**config.mk**
```make
export PLATFORM = sky130hd
export DESIGN_NAME = alu_fpga_seq
export DESIGN_NICKNAME = d
export VERILOG_FILES = /design/src/rtl/alu_fpga_seq.sv
export SDC_FILE = /design/constraint.sdc
export NUM_CORES = 1
export LEC_CHECK = 0
export ABC_AREA = 1
export CAP_MARGIN = 25
export CORE_ASPECT_RATIO = 0.7
export CORE_MARGIN = 8
export CORE_UTILIZATION = 35
export CTS_CLUSTER_DIAMETER = 80
export DETAILED_ROUTE_END_ITERATION = 7
export MAX_ROUTING_LAYER = met4
export PLACE_DENSITY_LB_ADDON = 0.15
export REMOVE_ABC_BUFFERS = 1
export SETUP_SLACK_MARGIN = 0.05
export SYNTH_ARGS = -nofsm -noshare
export SYNTH_HDL_FRONTEND = slang
export SYNTH_SLANG_ARGS = --single-unit
```
**constraint.sdc**
```tcl
create_clock -name CLK -period 4.89 [get_ports CLK]
set_input_delay 0.978 -clock CLK [delete_from_list [all_inputs] [get_ports CLK]]
set_output_delay 0.978 -clock CLK [all_outputs]
set_load 0.02 [all_outputs]
```
**src/rtl/alu_fpga_seq.sv**
```systemverilog
`default_nettype none
// ============================================================================
//  Module      : alu_fpga_seq
//  Description : Clocked board-level harness around a combinational ALU.
//                Operand A, operand B and the opcode are entered one after the
//                other from SW, each captured by a debounced KEY0 press. The
//                result and flags are registered, and a selectable page
//                (result, A or B) is shown on a bank of 7-segment digits.
//                Result chaining (A <= result) is available from SHOW.
//  Ports       : CLK    system clock
//                RST    synchronous active-high reset
//                SW     [15:0] value, [16] 1 = zero-extend / 0 = sign-extend
//                KEY    active-low buttons: 0 next/load, 1 chain, 2 page,
//                       3 clear
//                HEX    digit i on HEX[7i+6:7i], shows nibble i, active-low
//                FLAGS  {overflow, zero, negative}, captured at EXEC
//                STATE  one-hot {SHOW, LOAD_B, LOAD_A}; 000 in LOAD_OP/EXEC
//  Opcodes     : 0 ADD, 1 SUB, 2 AND, 3 OR, 4 XOR, 5 NOR, 6 SLT, 7 SLTU,
//                8 SLL, 9 SRL, 10 SRA, 11-15 give zero. Overflow only for
//                ADD/SUB (signed).
//  Revision    : 1.0  initial release
// ============================================================================
module alu_fpga_seq #(
    parameter int DATA_W   = 32,
    parameter int DIGITS   = 8,
    parameter int DEBOUNCE = 16
) (
    input  logic                  CLK,
    input  logic                  RST,
    input  logic [17:0]           SW,
    input  logic [3:0]            KEY,
    output logic [DIGITS*7-1:0]   HEX,
    output logic [2:0]            FLAGS,
    output logic [2:0]            STATE
);

    localparam int c_NIBBLES = DATA_W / 4;
    localparam int c_CNT_W   = $clog2(DEBOUNCE + 1);
    localparam int c_SH_W    = (DATA_W > 1) ? $clog2(DATA_W) : 1;

    localparam logic [2:0] c_LOAD_A  = 3'd0;
    localparam logic [2:0] c_LOAD_B  = 3'd1;
    localparam logic [2:0] c_LOAD_OP = 3'd2;
    localparam logic [2:0] c_EXEC    = 3'd3;
    localparam logic [2:0] c_SHOW    = 3'd4;

    localparam logic [1:0] c_PG_RES = 2'd0;
    localparam logic [1:0] c_PG_A   = 2'd1;
    localparam logic [1:0] c_PG_B   = 2'd2;

    localparam logic [3:0] c_OP_ADD  = 4'd0;
    localparam logic [3:0] c_OP_SUB  = 4'd1;
    localparam logic [3:0] c_OP_AND  = 4'd2;
    localparam logic [3:0] c_OP_OR   = 4'd3;
    localparam logic [3:0] c_OP_XOR  = 4'd4;
    localparam logic [3:0] c_OP_NOR  = 4'd5;
    localparam logic [3:0] c_OP_SLT  = 4'd6;
    localparam logic [3:0] c_OP_SLTU = 4'd7;
    localparam logic [3:0] c_OP_SLL  = 4'd8;
    localparam logic [3:0] c_OP_SRL  = 4'd9;
    localparam logic [3:0] c_OP_SRA  = 4'd10;

    // ------------------------------------------------------------------------
    // Key debouncers: 2-flop synchroniser, stability counter, debounced level.
    // Reset only by RST so that a clear press does not retrigger itself.
    // ------------------------------------------------------------------------
    logic [3:0] w_evt;

    genvar k;
    generate
        for (k = 0; k < 4; k++) begin : g_key
            logic               r_s1;
            logic               r_s2;
            logic               r_lvl;
            logic               r_evt;
            logic [c_CNT_W-1:0] r_cnt;

            always_ff @(posedge CLK) begin
                if (RST) begin
                    r_s1  <= 1'b1;
                    r_s2  <= 1'b1;
                    r_lvl <= 1'b1;
                    r_evt <= 1'b0;
                    r_cnt <= '0;
                end else begin
                    r_s1  <= KEY[k];
                    r_s2  <= r_s1;
                    r_evt <= 1'b0;
                    if (r_s2 == r_lvl) begin
                        r_cnt <= '0;
                    end else if (r_cnt == c_CNT_W'(DEBOUNCE - 1)) begin
                        // New level has held long enough; a press is a 1->0 move.
                        r_lvl <= r_s2;
                        r_cnt <= '0;
                        r_evt <= r_lvl;
                    end else begin
                        r_cnt <= r_cnt + 1'b1;
                    end
                end
            end

            assign w_evt[k] = r_evt;
        end
    endgenerate

    logic w_ev_next, w_ev_chain, w_ev_page, w_ev_clear;
    assign w_ev_next  = w_evt[0];
    assign w_ev_chain = w_evt[1];
    assign w_ev_page  = w_evt[2];
    assign w_ev_clear = w_evt[3];

    // ------------------------------------------------------------------------
    // Operand extension from the switches
    // ------------------------------------------------------------------------
    logic [DATA_W-1:0] w_ext;
    logic              w_unused;

    assign w_ext    = SW[16] ? DATA_W'(SW[15:0]) : DATA_W'($signed(SW[15:0]));
    assign w_unused = SW[17];

    // ------------------------------------------------------------------------
    // Registered state
    // ------------------------------------------------------------------------
    logic [2:0]        r_state, w_state_nxt;
    logic [DATA_W-1:0] r_a, w_a_nxt;
    logic [DATA_W-1:0] r_b, w_b_nxt;
    logic [DATA_W-1:0] r_res, w_res_nxt;
    logic [3:0]        r_op, w_op_nxt;
    logic [2:0]        r_flags, w_flags_nxt;
    logic [1:0]        r_page, w_page_nxt;

    // ------------------------------------------------------------------------
    // ALU, driven combinationally from the operand registers
    // ------------------------------------------------------------------------
    logic [DATA_W-1:0] w_sum, w_diff, w_alu_res;
    logic [c_SH_W-1:0] w_shamt;
    logic              w_alu_ov;

    assign w_sum   = r_a + r_b;
    assign w_diff  = r_a - r_b;
    assign w_shamt = r_b[c_SH_W-1:0];

    always_comb begin
        w_alu_res = '0;
        w_alu_ov  = 1'b0;
        case (r_op)
            c_OP_ADD: begin
                w_alu_res = w_sum;
                // Same-sign operands producing a different-sign sum.
                w_alu_ov  = (r_a[DATA_W-1] == r_b[DATA_W-1]) &&
                            (w_sum[DATA_W-1] != r_a[DATA_W-1]);
            end
            c_OP_SUB: begin
                w_alu_res = w_diff;
                w_alu_ov  = (r_a[DATA_W-1] != r_b[DATA_W-1]) &&
                            (w_diff[DATA_W-1] != r_a[DATA_W-1]);
            end
            c_OP_AND:  w_alu_res = r_a & r_b;
            c_OP_OR:   w_alu_res = r_a | r_b;
            c_OP_XOR:  w_alu_res = r_a ^ r_b;
            c_OP_NOR:  w_alu_res = ~(r_a | r_b);
            c_OP_SLT:  w_alu_res = DATA_W'($signed(r_a) < $signed(r_b));
            c_OP_SLTU: w_alu_res = DATA_W'(r_a < r_b);
            c_OP_SLL:  w_alu_res = r_a << w_shamt;
            c_OP_SRL:  w_alu_res = r_a >> w_shamt;
            c_OP_SRA:  w_alu_res = $signed(r_a) >>> w_shamt;
            default:   w_alu_res = '0;
        endcase
    end

    // ------------------------------------------------------------------------
    // Sequencer: next-state and register updates
    // ------------------------------------------------------------------------
    always_comb begin
        w_state_nxt = r_state;
        w_a_nxt     = r_a;
        w_b_nxt     = r_b;
        w_res_nxt   = r_res;
        w_op_nxt    = r_op;
        w_flags_nxt = r_flags;
        w_page_nxt  = r_page;

        if (w_ev_clear) begin
            w_state_nxt = c_LOAD_A;
            w_a_nxt     = '0;
            w_b_nxt     = '0;
            w_res_nxt   = '0;
            w_op_nxt    = '0;
            w_flags_nxt = '0;
            w_page_nxt  = c_PG_RES;
        end else begin
            case (r_state)
                c_LOAD_A: begin
                    if (w_ev_next) begin
                        w_a_nxt     = w_ext;
                        w_state_nxt = c_LOAD_B;
                    end
                end
                c_LOAD_B: begin
                    if (w_ev_next) begin
                        w_b_nxt     = w_ext;
                        w_state_nxt = c_LOAD_OP;
                    end
                end
                c_LOAD_OP: begin
                    if (w_ev_next) begin
                        w_op_nxt    = SW[3:0];
                        w_state_nxt = c_EXEC;
                    end
                end
                c_EXEC: begin
                    w_res_nxt   = w_alu_res;
                    w_flags_nxt = {w_alu_ov, (w_alu_res == '0), w_alu_res[DATA_W-1]};
                    w_state_nxt = c_SHOW;
                end
                c_SHOW: begin
                    if (w_ev_next) begin
                        w_state_nxt = c_LOAD_A;
                    end else if (w_ev_chain) begin
                        w_a_nxt     = r_res;
                        w_state_nxt = c_LOAD_B;
                    end else if (w_ev_page) begin
                        w_page_nxt  = (r_page == c_PG_B) ? c_PG_RES : r_page + 2'd1;
                    end
                end
                default: w_state_nxt = c_LOAD_A;
            endcase
        end
    end

    always_ff @(posedge CLK) begin
        if (RST) begin
            r_state <= c_LOAD_A;
            r_a     <= '0;
            r_b     <= '0;
            r_res   <= '0;
            r_op    <= '0;
            r_flags <= '0;
            r_page  <= c_PG_RES;
        end else begin
            r_state <= w_state_nxt;
            r_a     <= w_a_nxt;
            r_b     <= w_b_nxt;
            r_res   <= w_res_nxt;
            r_op    <= w_op_nxt;
            r_flags <= w_flags_nxt;
            r_page  <= w_page_nxt;
        end
    end

    assign FLAGS = r_flags;
    assign STATE = {(r_state == c_SHOW), (r_state == c_LOAD_B), (r_state == c_LOAD_A)};

    // ------------------------------------------------------------------------
    // Display: live switch value while loading, selected page otherwise
    // ------------------------------------------------------------------------
    logic [DATA_W-1:0] w_disp;

    always_comb begin
        w_disp = w_ext;
        if ((r_state == c_EXEC) || (r_state == c_SHOW)) begin
            case (r_page)
                c_PG_A:  w_disp = r_a;
                c_PG_B:  w_disp = r_b;
                default: w_disp = r_res;
            endcase
        end
    end

    function automatic logic [6:0] f_font(input logic [3:0] n);
        case (n)
            4'h0: f_font = 7'h40;
            4'h1: f_font = 7'h79;
            4'h2: f_font = 7'h24;
            4'h3: f_font = 7'h30;
            4'h4: f_font = 7'h19;
            4'h5: f_font = 7'h12;
            4'h6: f_font = 7'h02;
            4'h7: f_font = 7'h78;
            4'h8: f_font = 7'h00;
            4'h9: f_font = 7'h10;
            4'hA: f_font = 7'h08;
            4'hB: f_font = 7'h03;
            4'hC: f_font = 7'h46;
            4'hD: f_font = 7'h21;
            4'hE: f_font = 7'h06;
            default: f_font = 7'h0E;
        endcase
    endfunction

    genvar i;
    generate
        for (i = 0; i < DIGITS; i++) begin : g_digit
            if (i < c_NIBBLES) begin : g_nib
                assign HEX[7*i +: 7] = f_font(w_disp[4*i +: 4]);
            end else begin : g_blank
                assign HEX[7*i +: 7] = 7'h7F;
            end
        end
    endgenerate

endmodule
`default_nettype wire

```
==> summary.txt <==
status = complete, no violations
WL final = 92400 um
Post-DRT Antenna Nets = 0
CTS H-tree lvls = 4
global route total overflow = 0
Final Hold Viols = 0
post-route minimum period = 4.73 ns
via count = 22032
Post-synth ARST share = 0%
Crit. End Element = output port
root buffer cell = clkbuf_16
Layout fillers = 5562
cts hold-fix bufs = 0
clk slew on worst S/H paths = 0.06 ns
# DRC = 0
switching power = 781 uW
reg2reg end = FLAGS[1]
row cnt = 68
Core Footprint = 0.0495 sq mm
routed vias/inst = 5.73
Clk Latency, worst-skew pair = 0.46 ns
die height = 204 um
share of cells above drive strength 1 = 7.55%
Worst Skew = 0.0185 ns
Logic pwr share = 12.9%
Slowest-stage cell, CP = clkdlybuf4s50_1
Placer Congestion = 1.02
IO Port Bufs = 84
Finished Layout Cells = 3843
Placed Instances = 3806
critical path class = flip-flop to output port
area of the multi-input gates = 0.0130 sq mm
Worst Hold Endpoint = g_key[2].r_s2
Levels on crit path = 13
first-pass GRT wire length = 133000 um
Clock power frac = 50.1%
total track usage = 31.3%
Synth Flop Type = dfxtp_1
commonest non-fill, non-tap cell in the layout = nand2_1
FF+latch area = 0.00256 sq mm
syn_area_per_cell = 5.66 sq um
Layout Nets = 3352
Critical Path Start Type = flip-flop
HP Class = flip-flop to flip-flop
drt pass-1 iters = 6
Crit path top cell by count = o21ai_0
Ports = 86
max_cap viols = 0
hold depth = 1
Yosys reg bits = 128
starting density of the core = 35.6%
CP Buf/Inv Count = 6
Total Die Area = 0.0579 sq mm
Sw Ratio = 27.6%
worst hold start = g_key[2].r_s1
FF-to-FF setup slack = 0.60 ns
Unique masters post-synth = 55
Pint = 2050 uW
sequential power share = 37.1%
Die Wd = 284 um
Worst Path Required = 3.91 ns
period utilisation layout = 96.7%
Finish-stage setup viols = 0
Ys Warns = 0
dpl hpwl = 74500 um
CTS Buffer Depth = 2
EDFF count, synth = 0
Arr. time, crit path = 3.75 ns
power density over cell area = 141 mW/mm^2
slowest stage delay, CP = 0.65 ns
antenna violations before repair = 1
WL per Instance = 24.0 um
Hold WS = 0.405 ns
vias in the first global route = 19873
Synth Cell Area = 0.0176 sq mm
Max Fanout on Critical Path = 15
commonest cells after routing, fill and taps aside = 818 x nand2_1, 454 x nand3_1, 344 x inv_1, 273 x nor2_1, 244 x o21ai_0
TritonCTS clock tree = done
Rel. slew slack = 27.6%
DRT iter0 DRCs = 2974
worst-path cell chain = inv_1, ha_1, buf_6, clkinvlp_4, buf_4, a21oi_1, o21ai_0, o21ai_0, inv_1, ha_1, nor2_1, o21ai_0, clkdlybuf4s50_1
leakage = 0.00953 uW
largest net degree at the start of global routing = 66
RSZ-0062 raised after global routing = yes
reg2reg start = r_b[30]
fmax = 211 MHz
maximum VDD drop = 0.000192 V
TritonCTS buffer count = 17
CP top delay family = buffers and inverters
Mapped Cells = 3115
sequential area share after synthesis = 14.5%
worst r2r path cells = 19
Least-Margin Pin Slew = 1.07 ns
Clock Sink Count = 128
Area Growth Syn to Fin = 13.5%
final slew viol count = 0
==> logic make-up (layout without fill, tap and decap cells) <==
| family | after synthesis | in the layout | share of synthesized area, % |
|---|---|---|---|
| AOI/OAI and AO/OA | 589 | 589 | 19.0 |
| xor gates and xnor gates | 9 | 9 | 0.447 |
| adders and majority gates | 163 | 163 | 11.7 |
| buffers and inverters | 513 | 575 | 12.0 |
| DFF | 128 | 128 | 14.5 |
| muxes | 1 | 1 | 0.0568 |
| other | 0 | 1 | 0 |
| and+or+nand+nor | 1712 | 1712 | 42.3 |
==> area by class of cell <==
type                            count  share of cell area (%)
Antenna cell                        1                  0.0125
Timing Repair Buffer              173                    7.85
Sequential cell                   128                    12.8
Multi-Input combinational cell   2474                    65.1
Tap cell                          665                    4.16
Clock buffer                       18                    2.14
Inverter                          371                    7.03
Clock inverter                     13                   0.937
==> metrics by stage <==
| step | utilization (%) | setup TNS, ns | setup WS, ns | total power [uW] | instance area (sq um) |
|---|---|---|---|---|---|
| 5_1_grt | 40.4 | 0 | 0.0226 | 2910 | 20000 |
| 4_1_cts | 40.2 | 0 | 0.0511 | 2840 | 19900 |
| 3_3_place_gp | 38.9 | 0 | 0.141 | 1430 | 19300 |
| 3_5_place_dp | 39.0 | 0 | 0.0756 | 1430 | 19300 |
| 2_1_floorplan | - | -0.314 | -0.180 | 1270 | 16900 |
| 6_report | 40.4 | 0 | 0.159 | 2830 | 20000 |
==> power by group through the flow <==
stage               clock network (uW)  logic [uW]  registers [uW]
detailed placement                   0         361            1070
global placement                     0         355            1070
finish                            1420         364            1050
CTS                               1430         363            1050
global route                      1470         395            1050
floorplan                            0         195            1070
==> worst reg2reg max path: stages, from the launching register on <==
cell	delay, ns
dfxtp_1	0.46
inv_1	0.38
buf_4	0.34
ha_1	0.51
inv_1	0.21
a21oi_1	0.31
o21ai_0	0.24
a21oi_1	0.27
nor2_1	0.07
nor2_1	0.25
nand2_1	0.20
nand2_1	0.09
nand3_1	0.12
nand2_1	0.21
nor2_1	0.07
nand3_1	0.08
buf_4	0.16
nor2_1	0.05
nand2_1	0.10
a21oi_2	0.06
==> synthesized netlist by cell type, drive strengths merged (2+ instances only) <==
cell	number	area share, %
nor3b	5	0.21
o2111ai	2	0.099
buf	88	2.9
or2	18	0.64
nand4	43	1.5
clkbuf	54	1.2
a31oi	17	0.60
o21a	4	0.17
and2	11	0.39
a311oi	6	0.30
ha	161	11
o221ai	14	0.70
o21ai	275	8.0
nor3	23	0.74
a211oi	11	0.47
nand3	465	14
nor2	289	6.4
a21boi	4	0.17
a32o	2	0.11
dfxtp	128	15
nand2	847	18
nand3b	5	0.21
fa	2	0.23
xor2	8	0.40
a21oi	166	4.8
o211ai	33	1.4
o21bai	13	0.55
inv	366	7.8
o31ai	3	0.13
nor4	5	0.18
o22ai	36	1.4
clkinv	5	0.11
==> registers in the layout, summed over array words and instances, names as in the netlist <==
register and count:
g_key.r_evt 4, g_key.r_s1 4, r_state 3, r_page 2, FLAGS 3, r_res 31, r_a 32, g_key.r_s2 4
r_op 4, g_key.r_cnt 20, g_key.r_lvl 4, r_b 17
==> how the worst max path moves through the flow <==
stage,endpoint,from,slack [ns]
after global placement,HEX[33],SW[15],0.14
after detailed placement,HEX[33],SW[15],0.08
after CTS,HEX[9],r_page[0],0.05
final,HEX[24],r_page[0],0.16
after floorplan,HEX[3],r_b[2],-0.18
after global routing,HEX[47],r_state[2],0.02
==> layer usage <==
| metal | part of all wire [%] | global-route usage [%] | wire length (um) | vias up |
|---|---|---|---|---|
| li1 | - | - | - | 10429 |
| met1 | 49 | 46.7 | 45500 | 10487 |
| met2 | 40 | 43.4 | 37000 | 1043 |
| met3 | 8.7 | 5.24 | 8010 | 73 |
| met4 | 2.0 | 6.69 | 1810 | 0 |
| met5 | 0 | - | 0 | - |
==> what timing repair did <==
action,in CTS,in global routing
setup buffers,0,4
resized for setup,2,15
setup endpoints to repair,7,44
No activity file was read; power rests on OpenSTA's default activity.
